<file path="src/rtl/bank_arbiter_pkg.sv">
// Shared constants for the bank arbiter slice.
// Holds default sizes and the requester-id width helper.
package bank_arbiter_pkg;

  localparam int NREQ_DEF = 4;
  localparam int AW_DEF   = 8;
  localparam int DW_DEF   = 8;
  localparam int ID_W     = $clog2(NREQ_DEF);

  // Requester-id width for a given requester count.
  function automatic int id_width(input int n);
    return (n > 1) ? $clog2(n) : 1;
  endfunction

endpackage

</file>
<file path="src/rtl/bank_arbiter_rr_arbiter.sv">
// Round-robin selector: req, ptr in; one-hot gnt and id out.
// Purely combinational; search starts at ptr and wraps.
module rr_arbiter
  import bank_arbiter_pkg::*;
#(
  parameter int NREQ = NREQ_DEF,
  localparam int IW  = id_width(NREQ)
) (
  input  logic [NREQ-1:0] req,
  input  logic [IW-1:0]   ptr,
  output logic [NREQ-1:0] gnt,
  output logic [IW-1:0]   id
);

  logic [IW-1:0] idx;
  logic          found;

  // NREQ is a power of two, so ptr+k wraps mod NREQ.
  always_comb begin
    gnt   = '0;
    id    = '0;
    idx   = '0;
    found = 1'b0;
    for (int k = 0; k < NREQ; k++) begin
      idx = ptr + IW'(k);
      if (!found && req[idx]) begin
        found    = 1'b1;
        gnt[idx] = 1'b1;
        id       = idx;
      end
    end
  end

endmodule

</file>
<file path="src/rtl/bank_arbiter.sv">
// Shares one single-port bank among NREQ requesters.
// Ports: req/we/addr/wdata in, gnt/rvalid/rdata/err out, bank cmd/resp.
module bank_arbiter
  import bank_arbiter_pkg::*;
#(
  parameter int NREQ = NREQ_DEF,
  parameter int AW   = AW_DEF,
  parameter int DW   = DW_DEF
) (
  input  logic               clk,
  input  logic               reset,
  input  logic [NREQ-1:0]    req_i,
  input  logic [NREQ-1:0]    we_i,
  input  logic [NREQ*AW-1:0] addr_i,
  input  logic [NREQ*DW-1:0] wdata_i,
  output logic [NREQ-1:0]    gnt_o,
  output logic [NREQ-1:0]    rvalid_o,
  output logic [DW-1:0]      rdata_o,
  output logic [AW-1:0]      bank_addr,
  output logic [DW-1:0]      bank_data_in,
  output logic               bank_read_enable,
  output logic               bank_write_enable,
  input  logic [DW-1:0]      bank_data_out,
  input  logic               bank_valid_out,
  output logic               err_o
);

  localparam int IW = id_width(NREQ);

  logic [IW-1:0]   ptr;
  logic [IW-1:0]   win_id;
  logic [IW-1:0]   cmd_id;
  logic [IW-1:0]   fl_id;
  logic [NREQ-1:0] rr_gnt;
  logic            any;
  logic            win_we;
  logic [AW-1:0]   win_addr;
  logic [DW-1:0]   win_wdata;
  logic            fl_vld;
  logic            armed;
  logic            hit;
  logic            err_q;

  rr_arbiter #(.NREQ(NREQ)) u_rr (
    .req (req_i),
    .ptr (ptr),
    .gnt (rr_gnt),
    .id  (win_id)
  );

  assign any       = |rr_gnt;
  assign gnt_o     = reset ? rr_gnt : '0;
  assign win_we    = we_i[win_id];
  assign win_addr  = addr_i[win_id*AW +: AW];
  assign win_wdata = wdata_i[win_id*DW +: DW];

  // fl_* tracks the read the bank is answering this cycle.
  assign hit      = bank_valid_out & fl_vld;
  assign rvalid_o = hit ? (NREQ'(1) << fl_id) : '0;
  assign rdata_o  = hit ? bank_data_out : '0;
  assign err_o    = err_q;

  always_ff @(posedge clk or negedge reset) begin
    if (!reset) begin
      ptr               <= '0;
      cmd_id            <= '0;
      fl_id             <= '0;
      fl_vld            <= 1'b0;
      armed             <= 1'b0;
      err_q             <= 1'b0;
      bank_addr         <= '0;
      bank_data_in      <= '0;
      bank_read_enable  <= 1'b0;
      bank_write_enable <= 1'b0;
    end else begin
      armed             <= 1'b1;
      bank_read_enable  <= any & ~win_we;
      bank_write_enable <= any & win_we;
      if (any) begin
        ptr          <= win_id + IW'(1);
        cmd_id       <= win_id;
        bank_addr    <= win_addr;
        bank_data_in <= win_wdata;
      end
      fl_vld <= bank_read_enable;
      fl_id  <= cmd_id;
      // Stale bank response right after reset is not an error.
      if (bank_valid_out && !fl_vld && armed)
        err_q <= 1'b1;
    end
  end

endmodule

</file>
<file path="config.mk">
export PLATFORM = sky130hd
export DESIGN_NAME = bank_arbiter
export DESIGN_NICKNAME = d
export VERILOG_FILES = /design/src/rtl/bank_arbiter_pkg.sv /design/src/rtl/bank_arbiter_rr_arbiter.sv /design/src/rtl/bank_arbiter.sv
export SDC_FILE = /design/constraint.sdc
export NUM_CORES = 1
export LEC_CHECK = 0
export CAP_MARGIN = 20
export CORE_ASPECT_RATIO = 0.5
export CORE_MARGIN = 2
export CORE_UTILIZATION = 40
export CTS_CLUSTER_SIZE = 14
export DETAILED_ROUTE_END_ITERATION = 16
export PLACE_DENSITY_LB_ADDON = 0.05
export REMOVE_ABC_BUFFERS = 1
export SLEW_MARGIN = 30
export SYNTH_ARGS = -nofsm -noshare
export SYNTH_HDL_FRONTEND = slang
export SYNTH_SLANG_ARGS = --single-unit
</file>
<file path="constraint.sdc">
create_clock -name clk -period 3.8 [get_ports clk]
set_input_delay 0.76 -clock clk [delete_from_list [all_inputs] [get_ports clk]]
set_output_delay 0.76 -clock clk [all_outputs]
set_load 0.01 [all_outputs]
</file>
## Word-level counts from Yosys, hierarchy flattened

Index checks and enable logic that the tools add are counted.

- Divide/modulo/power cells: 0
- Equality and inequality tests: 0
- Mux-type cells: 32
- Bitwise logic cells: 7
- Add/subtract/negate cells: 4
- Shifts and indexed selects: 3
- $lt $le $gt $ge: 9
- Reduce and logical (&&, ||, !) cells: 14
- Multipliers: 0

Operators with widths:

| cell | count |
|---|---|
| $shiftx A32 B6 Y8 | 2 |
| $mux W4 | 6 |
| $lt A2 B3 Y1 const B | 5 |
| $mux W1 | 12 |
| $or A4 B4 Y4 | 3 |
| $bmux W1 S2 | 5 |
| $logic_and A1 B1 Y1 | 9 |
| $demux W1 S2 | 4 |
| $ge A2 B1 Y1 const B | 4 |
| $mux W2 | 4 |
| $mux W8 | 1 |
| $add A2 B1 Y2 const B | 2 |
| $add A2 B2 Y2 const B | 2 |
| $logic_not A1 Y1 | 4 |
| $reduce_or A4 Y1 | 1 |
| $shl A1 B2 Y4 const A | 1 |
| $and A1 B1 Y1 | 3 |
| $not A1 Y1 | 1 |

- ROM bits: 0
- Latch bits: 0
- Flip-flop bits (word level): 27
- Memory bits (writable): 0
- Memories: 0
- Word-level logic and storage cells: 79

## Depth between registers and ports, before layout

Gate-level depths: netlist of the first run.

- Depth in word-level cells: 16
- Gate-level depth with buffers: 15
- Gate-level depth less buffers: 8

## Hierarchy

A second synthesis of the first run with hierarchy kept.

- Cell total of the unflattened synthesis: 164
- Area total of the unflattened synthesis: 1991.9 sq um

By module, submodules not included:

| module | cells an instance | times used | area each (sq um) |
|---|---|---|---|
| bank_arbiter | 99 | 1 | 1502.7 |
| rr_arbiter | 65 | 1 | 489.2 |

## Worst setup path before layout of the first run

No wires, ideal clock.

- Kind: register to output
- Start point: register ptr[0]
- End point: output port gnt_o[0]
- Data arrival time: 2.776 ns
- Cell stages (with the launch flop): 13
- Path slack: 0.264 ns
- Cell sequence: dfrtp_1 > buf_6 > buf_6 > inv_1 > clkbuf_1 > ha_1 > buf_6 > mux4_2 > nor2b_1 > buf_2 > a221oi_1 > o21bai_1 > a21boi_0

- Longest elaborated chain between the ends: 13
- Elaborated cells between the ends (all ways): 48

Ends and longest elaborated chain:

| item | line | text |
|---|---|---|
| start, declared | bank_arbiter.sv:30 | `logic [IW-1:0] ptr;` |
| start signal, assigned | bank_arbiter.sv:80 | `ptr <= win_id + IW'(1);` |
| parallel branches: the longest is 11 deep, another holds $lt A2 B3 Y1 | n/a |  |
| $mux W4 * | bank_arbiter_rr_arbiter.sv:26 | `if (!found && req[idx]) begin` |
| $mux W4 * | bank_arbiter.sv:52 | `assign gnt_o = reset ? rr_gnt : '0;` |
| end, declared | bank_arbiter.sv:16 | `output logic [NREQ-1:0] gnt_o,` |

Mark *: on every way between the ends. The select of a mux whose other input is x is not followed.

## Worst setup path after layout of the first run

- Start point: input port req_i[2]
- End point: output port gnt_o[0]

- Longest elaborated chain between the ends: 13
- Elaborated cells between the ends (all ways): 25

Ends and longest elaborated chain:

| item | line | text |
|---|---|---|
| start, declared | bank_arbiter.sv:12 | `input logic [NREQ-1:0] req_i,` |
| $bmux W1 S2 | bank_arbiter_rr_arbiter.sv:26 |  |
| $mux W1 (not written as such) | bank_arbiter_rr_arbiter.sv:26 |  |
| $mux W1 | bank_arbiter_rr_arbiter.sv:26 |  |
| $logic_not A1 Y1 | bank_arbiter_rr_arbiter.sv:26 |  |
| $logic_and A1 B1 Y1 | bank_arbiter_rr_arbiter.sv:26 |  |
| $mux W1 | bank_arbiter_rr_arbiter.sv:26 |  |
| $logic_not A1 Y1 | bank_arbiter_rr_arbiter.sv:26 |  |
| $logic_and A1 B1 Y1 | bank_arbiter_rr_arbiter.sv:26 |  |
| $mux W1 | bank_arbiter_rr_arbiter.sv:26 |  |
| $logic_not A1 Y1 | bank_arbiter_rr_arbiter.sv:26 |  |
| $logic_and A1 B1 Y1 | bank_arbiter_rr_arbiter.sv:26 |  |
| $mux W4 * | bank_arbiter_rr_arbiter.sv:26 |  |
| $mux W4 * | bank_arbiter.sv:52 |  |

Every way passes the cells marked *; elsewhere a longest branch is shown, timed or not. The select of a mux whose other input is x is not followed.

==> results.md, run 1 <==
- The worst setup path is of the input port to primary output kind.
- The total DRC errors in the routed layout is 0.
- Hold is met by 0.3810 ns.
- STA classifies the critical path endpoint as a primary output.
- The total buffers and inverters traversed by the critical path is 3.
- For the pin with the worst max-slew slack, the measured transition is between 0.4 and 0.5 ns.
- During placement, the flow inserted port buffers numbering approximately 120.
- The critical path goes through clkdlybuf4s50_1, mux4_2, buf_4, a221oi_2, o21bai_2, a21boi_0, clkdlybuf4s50_1.
- The floorplan step set the die height to 67.86 um.
- The kind of cell adding the most delay to the critical path is buffers and inverters.
- The max-slew violation count is 0.
- The worst path uses 97.62% of the clock period.
- The number of hold violations in the final report is 0.
- The synthesized area is 3262 um^2.
- The beginning of the critical path is req_i[2].
- On the worst path, the slowest cell contributes a delay of 0.57 ns.
- In this run, synthesis inferred 0 flip-flops with an integrated enable.
- The CTS tree is built.
- Among all stages on the critical path, the largest delay is contributed by sky130_fd_sc_hd__mux4_2.
- The worst reg2reg path endpoint is bank_addr[3]$_DFFE_PN0P_.
- STA puts the critical path data required time at 3.04 ns.
- For this run, the top clock speed supported by timing is 269.6 MHz.
- The clock arrives with 0.01028 ns of skew.
- TritonCTS created 3 clock buffers.
- Measured along the x axis, the die boundary spans 131.7 um.
- Counting every sink on the clock net gives 27.
- The cell count of the worst reg-to-reg path is 9.
- Counting buffers and inverters, the worst setup path is 7 cells deep.
- The maximum number of pins on one net before global-route repair is 46.
- The path category of the worst min-delay check is register to register.
- The most repeated library cell on the critical path is sky130_fd_sc_hd__clkdlybuf4s50_1.
- The leading area contributor after synthesis is sky130_fd_sc_hd__dfrtp_1.
- The synthesis-to-layout area growth is 43.31%.
- The critical path startpoint category is an input port.
- The die covers 8937 um^2.
- Summing all placed instances gives a cell area of 4542 um^2.
- The netlist uses 51 different library cells.
- The shortest period the worst path allows is ~3.7 ns.
- The number of antenna violations at the first check in global routing is 0.
- Along the worst path, the maximum fanout reaches 9.
- The final layout contains about 550 nets.
- The wire length reported by the detailed router is 9792 um.
- Data on the critical path arrives at its endpoint at 2.95 ns.
- The run finished with clean final reports.
- The core outline area is 7943 um^2.
- After synthesis, the mean cell area works out to 9.320 um^2.
- The number of vias per cell after detailed routing is between 5 and 6.
- For this design, the CTS-stage hold fixing added 0 buffers.
- Sequential elements use 20.71% of the synthesized area.
- Across the VDD grid, the largest voltage drop is ~0.63 mV.
- Setup violations remaining at the end of the flow were counted as 0.
- For this design the top-level I/O count stands at 118.
- The first detailed-routing pass ran for 5 iterations.
- The via count of the first global-routing pass is 3236.
- The number of instances in the synthesized netlist is 350.
- The first global-routing pass estimated 15880 um of wire.
- In this run the critical register-to-register path is launched from ptr[1]$_DFFE_PN0P_.
- The warning count from the yosys run is 0.
- The clock passes through at most 2 buffers.
- The final-layout fill cell count is 699.
- The instance count after placement with tap cells included is 567.
- Overall power consumption after layout is estimated at around 4.3 mW.
- After synthesis, the largest area contributor takes up between 20% and 30% of total cell area.
- For this run, the total global-route usage over all layers was measured as 21.89%.
- The number of violations reported at the end of detailed-routing iteration 0 is 135.
- The post-layout instance count excluding filler cells is 572.
- The most used flip-flop cell after synthesis is sky130_fd_sc_hd__dfrtp_1.
- The fraction of synthesis flops using an asynchronous set or reset pin is 100.0%.
- The placer congestion estimate is 0.8428.
- Clock-pin slew was measured on the worst setup and hold paths at 0.07 ns.
- The fraction of layout cells with a size suffix above 1 is 16.52%.
- The synthesized design contains 27 register bits.
- The later pin in the worst-skew pair is clocked with a latency of 0.27 ns.
- With fillers left out, the area of the finished cells amounts to about 4700 um^2.
- The leakage dissipation is approximately 1.8 nW.
- For this design the ratio of total power to cell area is 918.5 nW/um^2.
- The site row count is 23.
- For this run, the share of the core covered by cells in the final layout is 58.85%.
- The cell at the root of the clock tree is sky130_fd_sc_hd__clkbuf_16.
- The number of levels in the clock H-tree is 1.
- Ranked by total cell area, the synthesized netlist is headed by sky130_fd_sc_hd__dfrtp_1 21%, sky130_fd_sc_hd__mux2i_1 11%, sky130_fd_sc_hd__mux2_4 7.8%.
- The count of inserted antenna diode cells is 0.
- The initial core utilization is 41.07%.
- The count of nets left with antenna violations after detail routing is 0.
- The end of the critical path is gnt_o[0].
- The routed layout has 3293 vias.
- The flop-to-flop setup slack is 0.64 ns.
- The max capacitance violation total is 0.
- The half-perimeter wire length after detailed placement is 6977 um.
- The average routed wire per standard cell is 17.12 um.
- The relative max-transition margin is 67.69%.
- The total congestion overflow is 0.
-- worst min path at each step --
stage	from	endpoint	slack (ns)	depth (start not counted)
3_5_place_dp	cmd_id[0]$_DFFE_PN0P_	fl_id[0]$_DFF_PN0_	0.36	0
2_1_floorplan	cmd_id[0]$_DFFE_PN0P_	fl_id[0]$_DFF_PN0_	0.35	0
5_1_grt	cmd_id[0]$_DFFE_PN0P_	fl_id[0]$_DFF_PN0_	0.40	0
4_1_cts	cmd_id[0]$_DFFE_PN0P_	fl_id[0]$_DFF_PN0_	0.38	0
3_3_place_gp	cmd_id[1]$_DFFE_PN0P_	fl_id[1]$_DFF_PN0_	0.37	0
6_report	bank_read_enable$_DFF_PN0_	fl_vld$_DFF_PN0_	0.38	0
-- cells in the mapped netlist (all sizes together), types with 4 or more instances --
cell and n:
a2111oi 14, a21oi 15, a22o 13, a2bb2oi 13, and3 10, buf 23
clkbuf 13, dfrtp 27, ha 5, mux2 22, mux2i 40, mux4 5
nand2 47, nand2b 4, nand3 15, nand3b 13, nand4b 12, nor2 13
nor2b 4, o2111ai 13
-- area by class of cell --
cell class / count / area (um^2) / area share [%]
Multi-Input combinational cell: 284 / 2382 / 50.96
Timing Repair Buffer: 142 / 1381 / 29.55
Sequential cell: 27 / 676.9 / 14.48
Tap cell: 112 / 140.1 / 2.998
Clock buffer: 3 / 75.07 / 1.606
Inverter: 3 / 11.26 / 0.2409
Clock inverter: 1 / 7.507 / 0.1606
-- stage by stage --
| stage | setup WS, ns | TNS [ns] |
|---|---|---|
| final | 0.09041 | 0 |
| after global routing | -0.003230 | -0.003230 |
| after CTS | 0.01871 | 0 |
| after detailed placement | -0.04933 | -0.1104 |
| after global placement | -0.02258 | -0.02789 |
| after floorplan | -3.076 | -67.25 |
-- sequential cells by signal (all words and copies together) (netlist names) --
name / cells
bank_addr: 8
bank_data_in: 8
cmd_id: 2
fl_id: 2
ptr: 2
armed: 1
bank_read_enable: 1
bank_write_enable: 1
err_o: 1
fl_vld: 1
-- layout by cell type, fill, tap and decap left out, types with 9 or more instances in the layout --
cell type and n:
sky130_fd_sc_hd__and3_1 9, sky130_fd_sc_hd__nand2_1 47, sky130_fd_sc_hd__o2111ai_1 13, sky130_fd_sc_hd__nand4b_1 12
sky130_fd_sc_hd__nor2_1 13, sky130_fd_sc_hd__a21oi_1 15, sky130_fd_sc_hd__a2bb2oi_1 13, sky130_fd_sc_hd__nand3_1 15
sky130_fd_sc_hd__clkdlybuf4s50_1 112, sky130_fd_sc_hd__a22o_1 13, sky130_fd_sc_hd__a2111oi_0 10, sky130_fd_sc_hd__mux2i_1 37
sky130_fd_sc_hd__mux2_4 17, sky130_fd_sc_hd__buf_4 23, sky130_fd_sc_hd__dfrtp_1 26, sky130_fd_sc_hd__nand3b_1 13
-- cell families (layout without fill, tap and decap cells) --
kind of cell | Yosys count | count (layout) | share of synthesized area [%]
AOI/OAI and AO/OA | 86 | 86 | 22.59
xor gates and xnor gates | 1 | 1 | 0.2686
adders and majority gates | 5 | 5 | 1.918
buffers and inverters | 39 | 149 | 7.710
DFF | 27 | 27 | 20.71
muxes | 67 | 67 | 25.89
other | 1 | 1 | 0.1150
and+or+nand+nor | 124 | 124 | 20.79
-- report_power, final --
part	total (mW)	switching (mW)	internal (mW)
Clock	0.254	0.111	0.143
Sequential	0.540	0.0881	0.452
Combinational	3.50	1.66	1.84
-- repair_timing --
action,CTS,global route
setup buffers,1,0
pin swaps,0,2
endpoints found under the setup margin,4,4
resized for setup,4,7
-- per-layer routing --
layer  GRT usage, %  part of all wire [%]
met5              0                     0
met4          4.755                  0.83
met3          4.222                   5.1
met2          38.81                    48
met1          28.44                    46
Power figures use the tool's default switching activity.
==> inputs of run 2 (changes only) <==
- ABC_CLOCK_PERIOD_IN_PS: unset -> 3800
==> results of run 2 <==
Same layout as run 1: the final DEF is identical, and so are final timing and power.
